### src/rtl/instr_decode_stage.sv
// RISC-V instruction decode stage: combinational field/immediate decode
// feeding a small FIFO of decoded entries with valid/ready on both sides.
package instr_decode_pkg;
    typedef enum logic [2:0] {
        INSTR_TYPE_R = 3'd0,
        INSTR_TYPE_I = 3'd1,
        INSTR_TYPE_S = 3'd2,
        INSTR_TYPE_B = 3'd3,
        INSTR_TYPE_U = 3'd4,
        INSTR_TYPE_J = 3'd5
    } instr_type_enum;
endpackage

module instr_decode_stage
    import instr_decode_pkg::*;
#(
    parameter int XLEN  = 32,
    parameter int DEPTH = 2
) (
    input  logic                       clk,
    input  logic                       rst,
    input  logic                       flush,
    input  logic                       in_valid,
    output logic                       in_ready,
    input  logic [31:0]                in_instr,
    input  logic [XLEN-1:0]            in_pc,
    output logic                       out_valid,
    input  logic                       out_ready,
    output logic [XLEN-1:0]            out_pc,
    output logic [4:0]                 rd,
    output logic [4:0]                 rs1,
    output logic [4:0]                 rs2,
    output logic [2:0]                 funct3,
    output logic [6:0]                 funct7,
    output logic [XLEN-1:0]            imm,
    output instr_type_enum             instr_type,
    output logic                       illegal,
    output logic [$clog2(DEPTH):0]     count
);

    localparam int AW = $clog2(DEPTH);
    localparam int CW = AW + 1;
    localparam bit RV64 = (XLEN == 64);

    typedef struct packed {
        logic [XLEN-1:0] pc;
        logic [4:0]      rd;
        logic [4:0]      rs1;
        logic [4:0]      rs2;
        logic [2:0]      funct3;
        logic [6:0]      funct7;
        logic [XLEN-1:0] imm;
        instr_type_enum  itype;
        logic            illegal;
    } entry_t;

    entry_t          mem [DEPTH];
    entry_t          dec;
    entry_t          head;
    logic [AW-1:0]   rd_ptr;
    logic [AW-1:0]   wr_ptr;
    logic [CW-1:0]   count_q;
    logic            push;
    logic            pop;
    logic [6:0]      op;
    logic            is_r, is_i, is_s, is_b, is_u, is_j;

    assign op = in_instr[6:0];

    always_comb begin
        is_r = (op == 7'b0110011) || (RV64 && op == 7'b0111011);
        is_i = (op == 7'b0010011) || (op == 7'b0000011) ||
               (op == 7'b1100111) || (op == 7'b1110011) ||
               (op == 7'b0001111) || (RV64 && op == 7'b0011011);
        is_s = (op == 7'b0100011);
        is_b = (op == 7'b1100011);
        is_u = (op == 7'b0110111) || (op == 7'b0010111);
        is_j = (op == 7'b1101111);
    end

    // Raw register/funct fields pass through even for illegal encodings.
    always_comb begin
        dec         = '0;
        dec.pc      = in_pc;
        dec.rd      = in_instr[11:7];
        dec.rs1     = in_instr[19:15];
        dec.rs2     = in_instr[24:20];
        dec.funct3  = in_instr[14:12];
        dec.funct7  = in_instr[31:25];
        dec.itype   = INSTR_TYPE_R;
        dec.illegal = 1'b1;
        dec.imm     = '0;
        unique case (1'b1)
            is_r: begin
                dec.illegal = 1'b0;
            end
            is_i: begin
                dec.itype   = INSTR_TYPE_I;
                dec.illegal = 1'b0;
                dec.imm     = XLEN'($signed(in_instr[31:20]));
            end
            is_s: begin
                dec.itype   = INSTR_TYPE_S;
                dec.illegal = 1'b0;
                dec.imm     = XLEN'($signed({in_instr[31:25],
                                             in_instr[11:7]}));
            end
            is_b: begin
                dec.itype   = INSTR_TYPE_B;
                dec.illegal = 1'b0;
                dec.imm     = XLEN'($signed({in_instr[31], in_instr[7],
                                             in_instr[30:25],
                                             in_instr[11:8], 1'b0}));
            end
            is_u: begin
                dec.itype   = INSTR_TYPE_U;
                dec.illegal = 1'b0;
                dec.imm     = XLEN'($signed({in_instr[31:12], 12'b0}));
            end
            is_j: begin
                dec.itype   = INSTR_TYPE_J;
                dec.illegal = 1'b0;
                dec.imm     = XLEN'($signed({in_instr[31],
                                             in_instr[19:12],
                                             in_instr[20],
                                             in_instr[30:21], 1'b0}));
            end
            default: begin
            end
        endcase
    end

    assign in_ready  = (count_q < CW'(DEPTH)) && !rst;
    assign out_valid = (count_q != '0);
    assign push      = in_valid && in_ready && !flush;
    assign pop       = out_valid && out_ready && !flush && !rst;

    always_ff @(posedge clk) begin
        if (rst || flush) begin
            rd_ptr  <= '0;
            wr_ptr  <= '0;
            count_q <= '0;
        end else begin
            if (push) wr_ptr <= wr_ptr + AW'(1);
            if (pop)  rd_ptr <= rd_ptr + AW'(1);
            if (push && !pop)
                count_q <= count_q + CW'(1);
            else if (pop && !push)
                count_q <= count_q - CW'(1);
        end
    end

    always_ff @(posedge clk) begin
        if (push) mem[wr_ptr] <= dec;
    end

    // Empty queue presents an all-zero head (type R, not illegal).
    assign head       = out_valid ? mem[rd_ptr] : '0;
    assign out_pc     = head.pc;
    assign rd         = head.rd;
    assign rs1        = head.rs1;
    assign rs2        = head.rs2;
    assign funct3     = head.funct3;
    assign funct7     = head.funct7;
    assign imm        = head.imm;
    assign instr_type = head.itype;
    assign illegal    = head.illegal;
    assign count      = count_q;

endmodule

### config.mk
export PLATFORM = sky130hd
export DESIGN_NAME = instr_decode_stage
export DESIGN_NICKNAME = d
export VERILOG_FILES = /design/src/rtl/instr_decode_stage.sv
export SDC_FILE = /design/constraint.sdc
export NUM_CORES = 1
export LEC_CHECK = 0
export ABC_AREA = 1
export CAP_MARGIN = 5
export CORE_UTILIZATION = 57
export CTS_CLUSTER_SIZE = 24
export DETAILED_ROUTE_END_ITERATION = 6
export DONT_BUFFER_PORTS = 1
export HOLD_SLACK_MARGIN = 0.12
export PLACE_DENSITY = 0.76
export SKIP_LAST_GASP = 1
export SYNTH_ARGS = -nofsm -noshare
export SYNTH_HDL_FRONTEND = slang
export SYNTH_SLANG_ARGS = --single-unit
### constraint.sdc
create_clock -name clk -period 7.3 [get_ports clk]
set_input_delay 0.365 -clock clk [delete_from_list [all_inputs] [get_ports clk]]
set_output_delay 0.365 -clock clk [all_outputs]
set_load 0.01 [all_outputs]
# == Word level (Yosys, flattened, before mapping) ==
# Memory sizes are Yosys's and may differ from the RTL's. A register that Yosys moved wholly into a read port is not among the register bits.
# Cells that the tools add are included.
# op_classes
reduce_logical,21
magnitude_cmp,1
n_div,0
mux,9
eq_ne,11
n_shift,0
multipliers,0
n_bitwise,0
n_addsub,4
# ops
operator,count
$pmux 35 s5,1
$mux 93,1
$eq 7x7->1 const B,4
$eq 7x6->1 const B,3
$eq 7x5->1 const B,2
$logic_and 1x1->1,8
$eq 7x2->1 const B,1
$eq 7x4->1 const B,1
$logic_or 1x1->1,6
$reduce_or 6->1,1
$mux 1,5
$logic_not 1->1,4
$mux 2,2
$reduce_bool 2->1,2
$add 1x1->1 const B,2
$add 2x1->2 const B,1
$lt 2x2->1 const B,1
$sub 2x1->2 const B,1
# word_totals
out_inout_bits,97
input_bits,69
reg_bits,4
ramBits,186
word_cells,50
romBits,0
latchBits,0
memories,1
# mem_list
memory,depth,width,read_ports,rd_clocked_by_memory_dff,wr,line_no,rtl
mem,2,93,1,1,1,57,entry_t mem [DEPTH];

# == Longest topological paths before layout ==
# logic_depth
ltp_word,8
mapped_depth,9
ltp_nobuf,9

# == Worst setup path before layout ==
# OpenSTA, ideal clock, no wires.
# synth_path
path_kind,input -> register
from,in rst
to,"mem mem[1][0] in the netlist's numbering, enable pin"
arrival_ns,4.619
setup_ns,0.547
stages,3
path_slack_ns,2.133
required_ns,6.753
n_path_buf,0
path_cell_list,nor2_1 nand3_1 nor2_1
# synth_via
elab_chain_cells,6
# synth_lines
item,line_no,rtl
"start, declared",21,"input logic rst,"
$logic_not 1->1,133,assign in_ready = (count_q < CW'(DEPTH)) && !rst;
$logic_and 1x1->1,133,
$logic_and 1x1->1 (2 in series),135,assign push = in_valid && in_ready && !flush;
$mux 1,154,if (push) mem[wr_ptr] <= dec;
$mux 1 (not written as such),154,
"end, declared",57,
# Every way passes these cells.

==> results.md <==
* CTS Buffer Depth at 2
* Final hold vios at 0
* Status: complete, no violations
* Reg clk slew, reported paths at 0.07 ns
* Post-CTS sizing at 0
* First-pass GRT wire length at 27.2 mm
* Max Slew Vio Count at 0
* CTS Buf Count at 17
* IO Count at 166
* Placement Rows at 42
* Clock power frac at 39.7%
* Placer congestion estimate at 0.880
* CP Class: flop to output pin
* Multi-input gate area at 2020 um2
* Worst Skew at 0.00720 ns
* PortBufs at 0
* Die height at 120 um
* Combinational share of power at 4.3%
* Post-synth EDFFs at 186
* Die W at 120 um
* Top post-synthesis cells by area: edfxtp_1 70%, nand2_1 12%, a21oi_1 6.1%
* Syn Area/Cell at 11.2 um2
* Diode count at 0
* Final setup TNS at 0 ns
* Initial core utilization at 59.3%
* Vias/cell at 5.67
* Drt total wl at 17.7 mm
* Area delta synth->final at 15.3%
* Post-synthesis net count at 782
* Worst hold path class: input port to flop
* Sequential power share at 56.0%
* Final Cycle Share at 42.6%
* Clk Latency, worst-skew pair at 0.43 ns
* Worst-Margin Slew at 1.05 ns
* Final WS setup at 4.19 ns
* Crit-path max FO at 94
* Initial antenna violation count at 0
* Startpoint Class: flop
* Routed len/inst at 18.8 um
* Worst Reg-to-Reg Cells at 4
* Power Density at 237 nW/um2
* CP Capture Type: output pin
* Core Area at 13500 um2
* Commonest cells post-synth: 252 x nand2_1, 186 x edfxtp_1, 97 x a21oi_1, 44 x nor2_1, 34 x nand3_1
* Largest net degree at the start of global routing at 95
* CTS tree: done
* Synth area leader: edfxtp_1
* Pwr Total at 2.18 mW
* VDD IR-drop max at 0.154 mV
* WHS Path Cells at 2
* Post-Syn Instances at 712
* Vias in the first global route at 5255
* Fill cells at 975
* DP Worst Slack at 4.28 ns
* Final setup viols at 0
* Vias at 5353
* Layout cells sized above 1 at 8.20%
* Post-Route M1 WL at 6.90 mm
* DRC viols at 0
* Top-area cell type share of the netlist area at 70.1%
* Sequential area share after synthesis at 71.3%
* Slew margin rel. at 30.2%
* Synth cell types at 22
* Initial drt markers at 358
* Met3 Routed Length at 1.40 mm
* CTS root buf: clkbuf_16
* Post-Syn Area at 7970 um2
* Top Layer Used: met4
* Number of H-tree levels at 4
* Yosys warns at 0
* Met2 WL at 9.02 mm
* Final Core Density at 68.3%
* Die ar. at 14500 um2
* Nets at 825
* Leading cell type by number of instances after synthesis: nand2_1
* Post-DRT Antenna Nets at 0
* Fraction of registers with async set/reset at 0%
* Sw power at 481 uW
* Critical Path RT at 6.93 ns
* Crit path arrival time at 2.74 ns
* GRT Util Overall at 25.3%
* Leak at 3.36 nW
* RSZ-0062 raised after global routing: false
* Pint at 1.70 mW
* Clock sink total at 191
* Fin crit period at 3.11 ns
* Drt first pass iters at 5
* Maximum clock rate at 322 MHz
* Sw Ratio at 22.1%
* Post-DP HPWL at 10.2 mm
* Seq. cell area at 5690 um2
* Grt ovf at 0
* Synthesis-stage register bit count at 191
* Max cap viols at 0
* Synth Flop Type: edfxtp_1
* Post-place instance area at 8070 um2
* Final Instance Area at 9190 um2
## area by class of cell
cell class / instances / area share (%)
clock inverter: 15 / 1.42
sequential: 191 / 61.9
timing repair buffer: 61 / 6.53
multi-input combinational: 455 / 21.9
clock buffer: 17 / 4.63
inverter: 29 / 1.18
tap: 176 / 2.40
## what timing repair did
action / CTS / global route
buffers inserted: 0 / 0
hold endpoints to repair: 114 / 0
hold buffers: 57 / 0
## layout by cell type (no fill, tap or decap)
cell type      instances
a21oi_1               97
buf_4                  4
clkbuf_16             17
clkinv_1               1
clkinv_4               3
clkinvlp_4             5
dfxtp_1                4
dfxtp_4                1
dlygate4sd3_1         57
edfxtp_1             186
ha_1                   1
inv_1                 25
inv_2                  4
inv_6                  2
inv_8                  4
nand2_1              252
nand2_2                5
nand3_1               34
nand3_2               11
nand3b_1               2
nor2_1                42
nor2_2                 1
nor2_4                 5
nor3_1                 1
o21ai_0                3
or2_2                  1
## kinds of logic after synthesis
| logic type | share of synthesized area, % |
|---|---|
| and+or+nand+nor | 18.7 |
| DFF | 71.3 |
| buffers and inverters | 3.58 |
| adders and majority gates | 0.157 |
| AOI/OAI and AO/OA | 6.28 |
## flip-flops by register name, indices dropped and copies added, names as in the netlist, named ones only
register  count
mem         186
rd_ptr        1
count         2
wr_ptr        1
## power groups by stage
stage          Combinational, mW  Sequential (mW)  Clock, mW
2_1_floorplan             0.0491             1.25          0
3_3_place_gp              0.0598             1.24          0
3_5_place_dp              0.0623             1.25          0
4_1_cts                   0.0920             1.22      0.873
5_1_grt                    0.101             1.22      0.915
6_report                  0.0931             1.22      0.864
## critical path: stages (launching register included)
cell	delay, ns
dfxtp_4	0.64
inv_2	0.38
buf_4	0.76
nand2_1	0.12
a21oi_1	0.38
## per-stage QoR
step           hold slack [ns]  instances
5_1_grt                  0.151        944
6_report                 0.160        944
4_1_cts                  0.142        944
3_5_place_dp             0.463        855
3_3_place_gp             0.464        855
2_1_floorplan            0.447        712
## per-layer routing
metal	global-route usage, %	vias to the layer above
met3	6.89	35
met1	29.2	2571
met4	10.6	0
met5	0	-
met2	44.2	231
li1	-	2516
## final timing paths
path / startpoint / to / slack (ns)
hold / removal: in_instr[28] / mem[0][12] / 0.16
hold reg to reg: rd_ptr / flop / 0.47
setup reg to reg: count[1] / mem[1][47] / 4.57
setup / recovery: flop / funct3[1] / 4.19
Power figures use the tool's default switching activity.
